==> src/rtl/bus_arbiter_4_bit.sv <==
// bus_arbiter_4_bit: round-robin arbiter for four masters sharing a 4-bit
// tri-state bus. A grant is held until the owner drops its request. A
// one-cycle turnaround with no grant separates any two owners, so two
// buffers are never enabled in the same or adjacent cycles.
//
// Build option: define ARB_TIMEOUT_EN to add a hold counter that revokes a
// grant after TIMEOUT cycles and pulses timeout_flag in the turnaround cycle.
//
// state  | meaning
// -------+---------------------------------------------------------------
// IDLE   | bus free, no requests seen at the last edge
// GRANT  | grant[owner] asserted, held while req[owner] stays high
// TURN   | one dead cycle after a release or revocation, grant forced to 0
module bus_arbiter_4_bit #(
   parameter int TIMEOUT = 15
) (
   input  logic       clk,
   input  logic       reset,
   input  logic [3:0] req,
   output logic [3:0] grant,
   output logic [1:0] owner,
   output logic       bus_busy,
   output logic       timeout_flag
);

   typedef enum logic [1:0] {
      S_IDLE  = 2'd0,
      S_GRANT = 2'd1,
      S_TURN  = 2'd2
   } state_t;

   state_t     state_q, state_d;
   logic [1:0] owner_q, owner_d;
   logic [1:0] last_owner_q, last_owner_d;
   logic [1:0] winner;
   logic [1:0] cand;
   logic       req_any;

`ifdef ARB_TIMEOUT_EN
   // The counter starts at 0 on grant entry, so the last allowed cycle is TIMEOUT-1.
   localparam logic [3:0] HOLD_LAST = 4'(TIMEOUT - 1);

   logic [3:0] hold_cnt_q, hold_cnt_d;
   logic       tflag_q, tflag_d;
`endif

   // Reject TIMEOUT values the 4-bit hold counter cannot represent.
   if (TIMEOUT < 1 || TIMEOUT > 15) begin : g_timeout_range
      $error("bus_arbiter_4_bit: TIMEOUT must be within 1..15");
   end

   assign req_any = |req;

   // Round-robin pick: scan from last_owner+1 upward with wrap; the smallest
   // offset with a request wins, so the most recent owner ranks last.
   always_comb begin
      winner = last_owner_q + 2'd1;
      cand   = last_owner_q + 2'd1;
      for (int i = 3; i >= 0; i--) begin
         cand = last_owner_q + 2'd1 + 2'(i);
         if (req[cand]) winner = cand;
      end
   end

   // State and bookkeeping registers, all cleared asynchronously.
   always_ff @(posedge clk or posedge reset) begin
      if (reset) begin
         state_q      <= S_IDLE;
         owner_q      <= 2'd0;
         last_owner_q <= 2'd3;
`ifdef ARB_TIMEOUT_EN
         hold_cnt_q   <= 4'd0;
         tflag_q      <= 1'b0;
`endif
      end else begin
         state_q      <= state_d;
         owner_q      <= owner_d;
         last_owner_q <= last_owner_d;
`ifdef ARB_TIMEOUT_EN
         hold_cnt_q   <= hold_cnt_d;
         tflag_q      <= tflag_d;
`endif
      end
   end

   // Next-state logic: arbitrate from IDLE/TURN, hold or release in GRANT.
   always_comb begin
      state_d      = state_q;
      owner_d      = owner_q;
      last_owner_d = last_owner_q;
`ifdef ARB_TIMEOUT_EN
      hold_cnt_d   = hold_cnt_q;
      tflag_d      = 1'b0;
`endif
      case (state_q)
         S_IDLE, S_TURN: begin
            if (req_any) begin
               state_d      = S_GRANT;
               owner_d      = winner;
               last_owner_d = winner;
`ifdef ARB_TIMEOUT_EN
               hold_cnt_d   = 4'd0;
`endif
            end else begin
               state_d = S_IDLE;
            end
         end
         S_GRANT: begin
            if (!req[owner_q]) begin
               state_d = S_TURN;
`ifdef ARB_TIMEOUT_EN
            end else if (hold_cnt_q == HOLD_LAST) begin
               state_d = S_TURN;
               tflag_d = 1'b1;
            end else begin
               hold_cnt_d = hold_cnt_q + 4'd1;
`endif
            end
         end
         default: state_d = S_IDLE;
      endcase
   end

   // Outputs decode straight from registers so reset clears grant at once.
   always_comb begin
      grant = 4'b0000;
      if (state_q == S_GRANT) grant[owner_q] = 1'b1;
      owner    = owner_q;
      bus_busy = |grant;
`ifdef ARB_TIMEOUT_EN
      timeout_flag = tflag_q;
`else
      timeout_flag = 1'b0;
`endif
   end

endmodule
==> config.mk <==
export PLATFORM = sky130hd
export DESIGN_NAME = bus_arbiter_4_bit
export DESIGN_NICKNAME = d
export VERILOG_FILES = /design/src/rtl/bus_arbiter_4_bit.sv
export SDC_FILE = /design/constraint.sdc
export NUM_CORES = 1
export LEC_CHECK = 0
export BUFFER_PORTS_ARGS = -buffer_cell sky130_fd_sc_hd__buf_2
export CAP_MARGIN = 10
export CORE_AREA = 3 3 40 42
export CTS_CLUSTER_DIAMETER = 120
export DETAILED_ROUTE_END_ITERATION = 7
export DIE_AREA = 0 0 43 45
export PLACE_DENSITY = 0.56
export RECOVER_POWER = 100
export SYNTH_ARGS = -nofsm -noshare
export SYNTH_HDL_FRONTEND = slang
export SYNTH_SLANG_ARGS = --single-unit
==> constraint.sdc <==
create_clock -name clk -period 1.45 [get_ports clk]
set_input_delay 0.0725 -clock clk [delete_from_list [all_inputs] [get_ports clk]]
set_output_delay 0.0725 -clock clk [all_outputs]
set_load 0.01 [all_outputs]
==> results_tabular.tex <==
\begin{tabular}{lr}
\hline
Metric & Value \\
\hline
\multicolumn{2}{l}{\textbf{Timing}} \\
\quad Clock Skew & 0.00582 ns \\
\quad Final period demand of the worst path & 1.35 ns \\
\quad Final count of negative-setup-slack endpoints & 0 \\
\quad Sum Neg Setup Slack & 0 ns \\
\quad FMAX & 740 MHz \\
\quad Final cycle utilization of the critical path & 0.932 \\
\quad Pins over their slew limit & 0 \\
\quad Setup WS post-layout & 0.0980 ns \\
\quad Unrepaired setup endpoints after global routing & false \\
\quad Relative max-transition margin & 0.662 \\
\quad Slew at the pin closest to its max-slew limit & 0.503 ns \\
\quad Final Hold Violating Endpoints & 0 \\
\multicolumn{2}{l}{\textbf{Yosys}} \\
\quad Sequential share of the synthesized area & 0.357 \\
\quad Most frequent cell after synthesis & inv\_1 \\
\quad Syn Nets & 54 \\
\quad Most common library cells after synthesis & inv\_1, nor2\_1, dfrtp\_1, nor2b\_1, nand2\_1 \\
\quad Cell type contributing the most total cell area after synthesis & dfrtp\_1 \\
\quad Share of flip-flops with an asynchronous set or reset & 1.00 \\
\quad Yosys reg bits & 6 \\
\quad Leading post-synthesis cells by cell area & dfrtp\_1, dfstp\_2, inv\_1, nor2b\_1, mux4\_2 \\
\quad Area share of the leading cell type in the synthesized netlist & 0.234 \\
\quad EDFF count, synth & 0 \\
\quad Synth unique cells & 24 \\
\quad Main flop type after synthesis & dfrtp\_1 \\
\quad Post-synthesis instance area & 428 sq um \\
\quad Number of standard cells after synthesis & 48 \\
\quad Synth Warn \# & 0 \\
\quad Average footprint of a synthesized cell & 8.91 sq um \\
\multicolumn{2}{l}{\textbf{Detailed routing}} \\
\quad Routed Wire Length & 998 microns \\
\quad Post-detailed-route DRC marker count & 0 \\
\quad Count of nets left with antenna violations after detail routing & 0 \\
\quad Via-to-Cell Ratio & 5.20 \\
\quad Drt initial violations & 6 \\
\quad Final routed wire length divided by cell count & 12.6 microns \\
\quad DRT Pass-1 Iters & 3 \\
\quad Via Count & 411 \\
\multicolumn{2}{l}{\textbf{Setup path}} \\
\quad Arr. time, crit path & 1.28 ns \\
\quad Launching element type of the critical path & flip-flop \\
\quad Worst reg-to-reg setup slack & 0.11 ns \\
\quad Crit Reg-Reg Startpoint & last\_owner\_q[1] \\
\quad Worst path required time & 1.38 ns \\
\quad FF-to-FF path depth & 3 \\
\quad CP cell instances & nand2b\_1, inv\_1, nand2\_1, nor2\_1, clkbuf\_1 \\
\quad Critical path endpoint category & output pin \\
\quad Critical path type & reg -> out \\
\quad Endpoint of the worst register-to-register path & owner[1] \\
\quad Maximum fanout encountered on the critical timing path & 5 \\
\quad Count of buffering cells on the critical path with inverters included & 2 \\
\quad Crit-path leading delay family & flip-flops \\
\quad Longest individual stage delay on the worst path & 0.46 ns \\
\quad Crit-path slowest cell & dfrtp\_1 \\
\multicolumn{2}{l}{\textbf{Hold path}} \\
\quad Worst min path class & in -> reg \\
\quad Worst hold path cell count & 4 \\
\quad Worst Hold Path EP & last\_owner\_q[0] \\
\quad Origin of the worst min-delay path & req[2] \\
\multicolumn{2}{l}{\textbf{Global route}} \\
\quad First-pass GRT wire length & 1.69 mm \\
\quad Initial antenna violation count & 0 \\
\quad Largest net degree at the start of global routing & 9 \\
\quad Via count of the first global-routing pass & 389 \\
\quad Total routing usage reported by global routing & 0.120 \\
\quad Global route total overflow & 0 \\
\multicolumn{2}{l}{\textbf{Pwr}} \\
\quad Switch share & 0.435 \\
\quad Clock network power share & 0.142 \\
\quad Switching pwr & 477 uW \\
\quad Proportion of power drawn by combinational gates & 0.513 \\
\quad IR Drop Worst-Case VDD & 743 uV \\
\quad Leakage power figure & 0.241 nW \\
\quad Internal power of the cells & 620 uW \\
\quad Seq pwr share & 0.344 \\
\quad Power per Cell Area & 1990 mW/mm\^{}2 \\
\multicolumn{2}{l}{\textbf{Run}} \\
\quad Number of maximum-capacitance constraint violations & 0 \\
\multicolumn{2}{l}{\textbf{Status}} \\
\quad Run status & finished clean \\
\multicolumn{2}{l}{\textbf{Clock network}} \\
\quad CTS H-tree lvls & 1 \\
\quad Cell at the root of the clock tree & clkbuf\_4 \\
\quad Number of sinks handled by clock tree synthesis & 6 \\
\quad Number of buffers created by CTS & 3 \\
\quad Clock slew at reported path FFs & 0.05 ns \\
\quad Setup Fix Bufs, Post-CTS & 0 \\
\quad Later-pin clock latency in the skew report & 0.24 ns \\
\quad Buffers from clock root to sink, at most & 2 \\
\quad CTS tree & built \\
\multicolumn{2}{l}{\textbf{Placed design}} \\
\quad Total of buffers placed on input and output ports & 12 \\
\quad Post-DP HPWL & 771 microns \\
\quad Routability Congestion & 0.761 \\
\quad Placement Setup Slack & 0.146 ns \\
\multicolumn{2}{l}{\textbf{Die}} \\
\quad Die outline area & 0.00194 sq mm \\
\quad Starting density of the core & 0.333 \\
\quad Number of rows in the core area & 13 \\
\quad \# IOs & 14 \\
\quad Overall die width & 43 microns \\
\quad Area of the core & 0.00128 sq mm \\
\quad Vertical die dimension & 45 microns \\
\multicolumn{2}{l}{\textbf{Final layout}} \\
\quad Inserted Diodes & 0 \\
\quad Number of nets in the finished design & 72 \\
\quad Fraction of layout cells with a size suffix above 1 & 0.281 \\
\quad Area growth from synthesis to final layout & 28.9\% \\
\quad Fillcell total & 127 \\
\hline
\end{tabular}
## cells in the final DEF, fill, tap and decap left out
| cell | instances |
|---|---|
| inv_1 | 7 |
| buf_2 | 7 |
| nor2_1 | 5 |
| clkbuf_1 | 5 |
| nor2b_1 | 4 |
| dfrtp_1 | 4 |
| nand2_1 | 3 |
| clkbuf_4 | 3 |
| or2_1 | 2 |
| o21ai_0 | 2 |
| a32oi_1 | 2 |
| nor3_1 | 2 |
| dfstp_2 | 2 |
| nor4_2 | 1 |
| o21bai_1 | 1 |
| and2b_1 | 1 |
| nor4b_1 | 1 |
| a311oi_1 | 1 |
| a2111oi_4 | 1 |
| nand3_1 | 1 |
| or3b_1 | 1 |
| a211oi_2 | 1 |
| a221oi_2 | 1 |
| a221oi_1 | 1 |
| nand2b_1 | 1 |
| mux4_2 | 1 |
| conb_1 | 1 |
| dlygate4sd3_1 | 1 |
| buf_4 | 1 |
## worst max path at each step
stage,startpoint,to,slack [ns],cells after the start
3_3_place_gp,last_owner_q[1],last_owner_q[1],0.17,3
2_1_floorplan,last_owner_q[0],owner[1],0.22,3
4_1_cts,last_owner_q[1],last_owner_q[1],0.13,3
6_report,state_q[0],grant[2],0.1,5
3_5_place_dp,last_owner_q[0],owner[1],0.15,3
5_1_grt,state_q[0],grant[3],0.02,5
## worst register-to-register path, cell delays in order, from the launching register on
cell and delay [ns]:
dfstp_2 0.56, o21bai_1 0.09, a311oi_1 0.41, a221oi_1 0.14
## layer usage
metal / GRT usage / vias to the layer above / share of wire
met5: 0 / - / 0
met4: 0.0723 / 0 / 0.016
met3: 0.0279 / 2 / 0.024
met2: 0.195 / 7 / 0.50
met1: 0.145 / 195 / 0.46
li1: - / 207 / -
## cell type report
cell class / instances / area (sq um) / share of cell area
clock buffers: 3 / 22.5 / 0.0408
inverters: 7 / 26.3 / 0.0476
multi-input cells: 34 / 260 / 0.472
flip-flops and latches: 6 / 153 / 0.277
well taps: 15 / 18.8 / 0.0340
repair buffers: 14 / 71.3 / 0.129
## flip-flops by register name, summed over array words and instances (netlist names)
signal,cells
last_owner_q,2
owner,2
state_q,2
## power groups by stage
stage / clock network, mW / logic (mW) / registers, mW
2_1_floorplan: 0 / 0.343 / 0.375
3_3_place_gp: 0 / 0.538 / 0.376
3_5_place_dp: 0 / 0.532 / 0.378
4_1_cts: 0.162 / 0.540 / 0.375
5_1_grt: 0.176 / 0.628 / 0.396
6_report: 0.156 / 0.563 / 0.378
## cell families after synthesis
kind of cell           share of synthesized area
flip-flops                                 0.357
multiplexers                              0.0526
other                                    0.00876
AO/OA/AOI/OAI                              0.208
AND/OR/NAND/NOR                            0.295
buffers and inverters                     0.0790
## repair_timing
action	CTS	global route
hold endpoints to repair	4	0
hold buffers	1	0
endpoints found under the setup margin	0	1
resized for setup	0	2
## through the flow
stage | hold WS, ns | instances | cell area, sq um | power, mW | utilization
6_report | 0.258 | 79 | 552 | 1.10 | 0.429
5_1_grt | 0.300 | 79 | 552 | 1.20 | 0.429
4_1_cts | 0.245 | 79 | 539 | 1.08 | 0.420
3_5_place_dp | 0.0158 | 75 | 507 | 0.910 | 0.394
3_3_place_gp | 0.00271 | 75 | 507 | 0.913 | 0.394
2_1_floorplan | -0.138 | 48 | 428 | 0.718 | -
Power figures use the tool's default switching activity.
